`config.mk`:
```
export PLATFORM = sky130hd
export DESIGN_NAME = upsample_frame_packer
export DESIGN_NICKNAME = d
export VERILOG_FILES = /design/src/rtl/upsample_frame_packer.sv
export SDC_FILE = /design/constraint.sdc
export NUM_CORES = 1
export LEC_CHECK = 0
export CORE_ASPECT_RATIO = 1.4
export CORE_UTILIZATION = 30
export DETAILED_ROUTE_END_ITERATION = 10
export PLACE_DENSITY = 0.57
export SLEW_MARGIN = 20
export SYNTH_ARGS = -nofsm -noshare
export SYNTH_HDL_FRONTEND = slang
export SYNTH_SLANG_ARGS = --single-unit
```
`constraint.sdc`:
```
create_clock -name clk -period 1.5 [get_ports clk]
set_clock_uncertainty 0.1 [all_clocks]
set_input_delay 0.15 -clock clk [delete_from_list [all_inputs] [get_ports clk]]
set_output_delay 0.15 -clock clk [all_outputs]
set_load 0.03 [all_outputs]
```
`src/rtl/upsample_frame_packer.sv`:
```
`default_nettype none
// ============================================================================
// Module   : upsample_frame_packer
// Brief    : Collects a raster-order pixel stream into one flat frame vector
//            for the up-sampling stage, with a FILL/FULL handshake, a
//            delivered-frame counter and a sticky resynchronisation flag.
// Revision : 1.0 - initial release
// ============================================================================
module upsample_frame_packer #(
    parameter int data_i_width  = 2,
    parameter int data_i_height = 2,
    parameter int bitwidth      = 3,
    localparam int N            = data_i_width * data_i_height,
    localparam int CW           = (N > 1) ? $clog2(N) : 1
) (
    input  logic                    clk,
    input  logic                    rst,
    input  logic [bitwidth-1:0]     pix_i,
    input  logic                    pix_valid_i,
    input  logic                    sof_i,
    output logic                    pix_ready_o,
    output logic [N*bitwidth-1:0]   frame_o,
    output logic                    frame_valid_o,
    input  logic                    frame_ready_i,
    output logic [15:0]             frame_cnt_o,
    output logic                    sync_err_o
);

    typedef enum logic [0:0] {
        S_FILL = 1'b0,
        S_FULL = 1'b1
    } state_t;

    localparam logic [CW-1:0] c_last_slot = CW'(N - 1);

    state_t                 r_state;
    logic [CW-1:0]          r_count;
    logic [N*bitwidth-1:0]  r_frame;
    logic                   r_frame_valid;
    logic [15:0]            r_frame_cnt;
    logic                   r_sync_err;

    logic                   w_accept;
    logic [CW-1:0]          w_slot;
    logic                   w_last;

    // A start-of-frame pixel always lands in slot 0; otherwise it goes to the
    // slot given by the running count.
    always_comb begin
        w_accept = pix_valid_i && (r_state == S_FILL);
        w_slot   = sof_i ? '0 : r_count;
        w_last   = (w_slot == c_last_slot);
    end

    // Frame assembly state machine: fill slots, hold the full frame until
    // downstream takes it, then count the delivery.
    always_ff @(posedge clk) begin
        if (rst) begin
            r_state       <= S_FILL;
            r_count       <= '0;
            r_frame       <= '0;
            r_frame_valid <= 1'b0;
            r_frame_cnt   <= 16'd0;
            r_sync_err    <= 1'b0;
        end else begin
            case (r_state)
                S_FILL: begin
                    if (w_accept) begin
                        for (int k = 0; k < N; k++) begin
                            if (w_slot == CW'(k)) begin
                                r_frame[k*bitwidth +: bitwidth] <= pix_i;
                            end
                        end
                        // A restart while a frame is partly filled is a
                        // lost-sync event; the stale slots are simply
                        // overwritten by the new frame.
                        if (sof_i && (r_count != '0)) begin
                            r_sync_err <= 1'b1;
                        end
                        if (w_last) begin
                            r_count       <= '0;
                            r_state       <= S_FULL;
                            r_frame_valid <= 1'b1;
                        end else begin
                            r_count <= w_slot + CW'(1);
                        end
                    end
                end
                S_FULL: begin
                    if (frame_ready_i) begin
                        r_state       <= S_FILL;
                        r_frame_valid <= 1'b0;
                        r_frame_cnt   <= r_frame_cnt + 16'd1;
                    end
                end
                default: begin
                    r_state <= S_FILL;
                end
            endcase
        end
    end

    assign pix_ready_o   = (r_state == S_FILL);
    assign frame_o       = r_frame;
    assign frame_valid_o = r_frame_valid;
    assign frame_cnt_o   = r_frame_cnt;
    assign sync_err_o    = r_sync_err;

endmodule
`default_nettype wire

```
; Word level (Yosys, flattened, before mapping)
; Cells that the tools add are included.
[totals]
output_inout_bits = 31
word_cells = 40
inputBits = 8
register_bits = 33
[op_classes]
bitwise_logic = 1
n_eq_ne = 6
addsub = 2
mux = 10
reduce_logical = 12
[op_table]
columns = cell, n
row1 = $reduce_and A3 Y1, 6
row2 = $add A16 B1 Y16 const B, 1
row3 = $mux W1, 6
row4 = $eq A2 B2 Y1 const B, 2
row5 = $mux W2, 2
row6 = $ne A2 B1 Y1 const B, 2
row7 = $pmux W1 S2, 2
row8 = $reduce_and A2 Y1, 2
row9 = $add A2 B1 Y2 const B, 1
row10 = $eq A2 B1 Y1 const B, 1
row11 = $logic_and A1 B1 Y1, 2
row12 = $logic_not A2 Y1, 1
row13 = $ne A2 B2 Y1 const B, 1
row14 = $reduce_bool A2 Y1, 1
row15 = $not A1 Y1, 1

; Depth between registers and ports, before layout
[logic_depth]
depth_word = 5
ltp_mapped = 6
depth_no_buf = 6

; Worst setup path before layout
; Ideal clock, no wire load.
[synth_timing]
kind = register to register
start = register r_frame_cnt[4] (netlist: frame_cnt_o[4])
end = register r_frame_cnt[15] (netlist: frame_cnt_o[15])
stages_incl_launch_ff = 5
period_less_slack_ns = 1.872
path_buffers = 0
path_slack_ns = -0.372
t_arrival_ns = 1.701
setup_ns = 0.070
required_ns = 1.330
path_cell_list = dfxtp_1 > and4_1 > nand4_4 > or4_1 > a21oi_1
[synth_via]
elab_chain_len = 1
[synth_rtl]
columns = element, line
row1 = from (decl), 40  ; logic [15:0] r_frame_cnt;
row2 = from (signal assigned), 93  ; r_frame_cnt <= r_frame_cnt + 16'd1;
row3 = $add A16 B1 Y16, 93
; No other way between the ends.
; A chain may end at the register's enable or synchronous reset.

; Final worst setup path
[layout_timing]
start = register r_frame_cnt[6] (netlist: frame_cnt_o[6])
end = register r_frame_cnt[15] (netlist: frame_cnt_o[15])
; Same word-level chain as after synthesis.

==> flow_metrics.tcl <==
set metrics [dict create \
    finalSetupViolCount 0 \
    crit_path_start_kind "register" \
    io_pins 39 \
    initial_core_util_pct 31.2 \
    die-area_um2 4960 \
    p_sw_uw 414 \
    synth.area.top_cells "dfxtp_1 47%, a21oi_1 7.1%, xor2_1 6.9%" \
    via_per_inst 4.63 \
    ant_nets 0 \
    final_hold_viol_count 0 \
    core_area_um2 4500 \
    wl_per_cell_um 11.5 \
    crit_fanout 7 \
    insertion_delay_ps 280 \
    rows 29 \
    intPower_uw 1360 \
    yosysMostFrequentCell "dfxtp_1" \
    path_class "register to register" \
    postCtsSetupBuffers 0 \
    drive_above_1_share_pct 20.4 \
    synthesis.area_um2 1400 \
    fin_util_pct 46.6 \
    worst_setup_path_end_kind "register" \
    cts_buffers 5 \
    die_y_um 82.9 \
    clkPwrFrac_pct 41.6 \
    cp_data_arrival_time_ps 1570 \
    yosysUniqueCellTypes 26 \
    layout_setup_ws_ps 44.0 \
    gp_congestion 0.751 \
    fp.dieW_um 59.8 \
    ys_ff_latch 33 \
    yosysWarnings 0 \
    hold_buffers 0 \
    pre_cts_ws_ps -298 \
    tightest_slew_ps 321 \
    clockBufferDepth 2 \
    slew_violations 0 \
    ys_seq_area_share_pct 47.1 \
    place_inst 275 \
    maxCapViolations 0 \
    grt_max_degree 34 \
    placed_area_um2 2020 \
    htree_levels 2 \
    cts_tree "done" \
    status "completed" \
    slew_headroom_pct 78.7 \
    synthesis.nets 175 \
    dp_hpwl_um 2320 \
    p_comb_share_pct 8.2 \
    clockRootBuffer "clkbuf_8" \
    area_growth_syn_to_layout_pct 49.4 \
    ys.flop_type "dfxtp_1" \
    post-route-drc-count 0 \
    drtIter0Drc 37 \
    io_buffers 38 \
    yosys-top-cells-count "33 x dfxtp_1, 22 x nand2_1, 20 x a21oi_1" \
    switching_share_pct 23.3 \
    grt_pass1_vias 1296 \
    synthArstFlopShare_pct 0 \
    dr.pass1.iters 4 \
    power_density_nw_per_um2 846 \
    clkSlewWorstSetupHoldPaths_ps 70 \
    synth_top_cell_area_share_pct 47.1 \
    netlist_instances 162 \
    pwr-share-seq_pct 50.2 \
    grt_overflow 0 \
    grt_pass1_wl_um 5710 \
    synth_largest_area_cell "dfxtp_1" \
    fin_crit_sh_pct 97.1 \
    n_fill_cell 493 \
    fin_setup_tns_ps 0 \
    post-route-min-period_ps 1460 \
    vias 1311 \
    fin_cells 283 \
    grt_use_total_pct 15.1 \
    p_leak_uw 0.000946 \
    hp-class "register to register" \
    routed_wirelength_um 3240 \
    antenna_found_initial 0 \
    vdd_drop_max_mv 0.561 \
    nets 233 \
    finalInstanceArea_um2 2100 \
    clock-sinks 33 \
    cp_data_required_time_ps 1620 \
    avgSynthCellArea_um2 8.66 \
    max_freq_ghz 0.687 \
    diodes 0 \
    synth_edf_count 0 \
    rsz0062_at_grt "yes" \
]
flip-flops by register name (all words and copies together), names as in the netlist:
register	cells
frame_valid_o	1
r_count	2
frame_cnt_o	16
sync_err_o	1
frame_o	12
r_state	1
worst paths after layout:
check | start | cells after the start | end | slack (ps)
min | frame_o[10] | 2 | frame_o[10] | 360
max | frame_cnt_o[6] | 4 | frame_cnt_o[15] | 40
min reg2reg | frame_o[10] | 2 | frame_o[10] | 360
max reg2reg | frame_cnt_o[6] | 4 | frame_cnt_o[15] | 40
timing repair:
item                       4_1_cts  5_1_grt
pin swaps                        0        2
setup endpoints to repair       33       11
gates cloned                     0        0
resized for setup               32        4
worst max-delay path, cell delays in order (launching register included):
cell     delay, ps
dfxtp_4        360
and4_4         270
nand4_4        120
or4_1          420
a21oi_1        120
power groups by stage:
| stage | clock network, uW | logic [uW] | registers [uW] |
|---|---|---|---|
| 2_1_floorplan | 0 | 55.1 | 931 |
| 3_3_place_gp | 0 | 152 | 910 |
| 3_5_place_dp | 0 | 151 | 910 |
| 4_1_cts | 766 | 145 | 890 |
| 5_1_grt | 819 | 158 | 891 |
| 6_report | 737 | 145 | 890 |
placed cells by master (no fill, tap or decap):
cell type	n
nand2b_1	1
a211oi_1	2
and2b_4	1
clkdlybuf4s50_1	7
nand4_1	6
or4_1	1
and2_1	2
clkbuf_8	7
dfxtp_1	24
nand3_1	18
inv_1	3
or3_1	1
clkinv_2	1
buf_4	19
o21a_1	1
nand2_1	22
xor2_1	11
dfxtp_2	4
a21oi_1	19
or2b_1	1
nor2_1	14
o31ai_1	1
dlygate4sd2_1	31
a21oi_2	1
dfxtp_4	5
and3_1	2
ha_1	5
and4_1	1
buf_12	1
nand4_4	1
o21ai_0	3
nor2b_2	1
and4_4	2
or3_4	2
cell families (layout without fill, tap and decap cells):
family                   after synthesis  in the layout  share of synthesized area, %
AO/OA/AOI/OAI                         27             27                          10.3
XOR/XNOR                              11             11                          6.87
adder cells (fa/ha/maj)                5              5                          4.46
buffers and inverters                 10             69                          3.21
flip-flops                            33             33                          47.1
AND/OR/NAND/NOR                       76             76                          28.0
final cells by class:
class | count | area, um^2 | area share (%)
multi-input cells | 119 | 717 | 34.2
clock buffers | 7 | 96.3 | 4.60
clock inverters | 1 | 5.00 | 0.239
inverters | 3 | 11.3 | 0.537
repair buffers | 58 | 504 | 24.1
flip-flops and latches | 33 | 684 | 32.7
well taps | 62 | 77.6 | 3.70
metrics by stage:
step / hold slack, ps / power, uW
detailed placement: 350 / 1060
global placement: 344 / 1060
finish: 355 / 1770
global route: 380 / 1870
CTS: 358 / 1800
floorplan: 198 / 986
per-layer routing:
metal  track usage [%]  share of wire (%)  up-vias  routed length, um
met1              18.1                 43      600               1400
met5                 0                  0        -                  0
met2              23.6                 49       31               1590
met4              6.98                2.0        0                 66
li1                  -                  -      675                  -
met3              5.30                5.6        5                182
(Power assumes the default switching activity.)
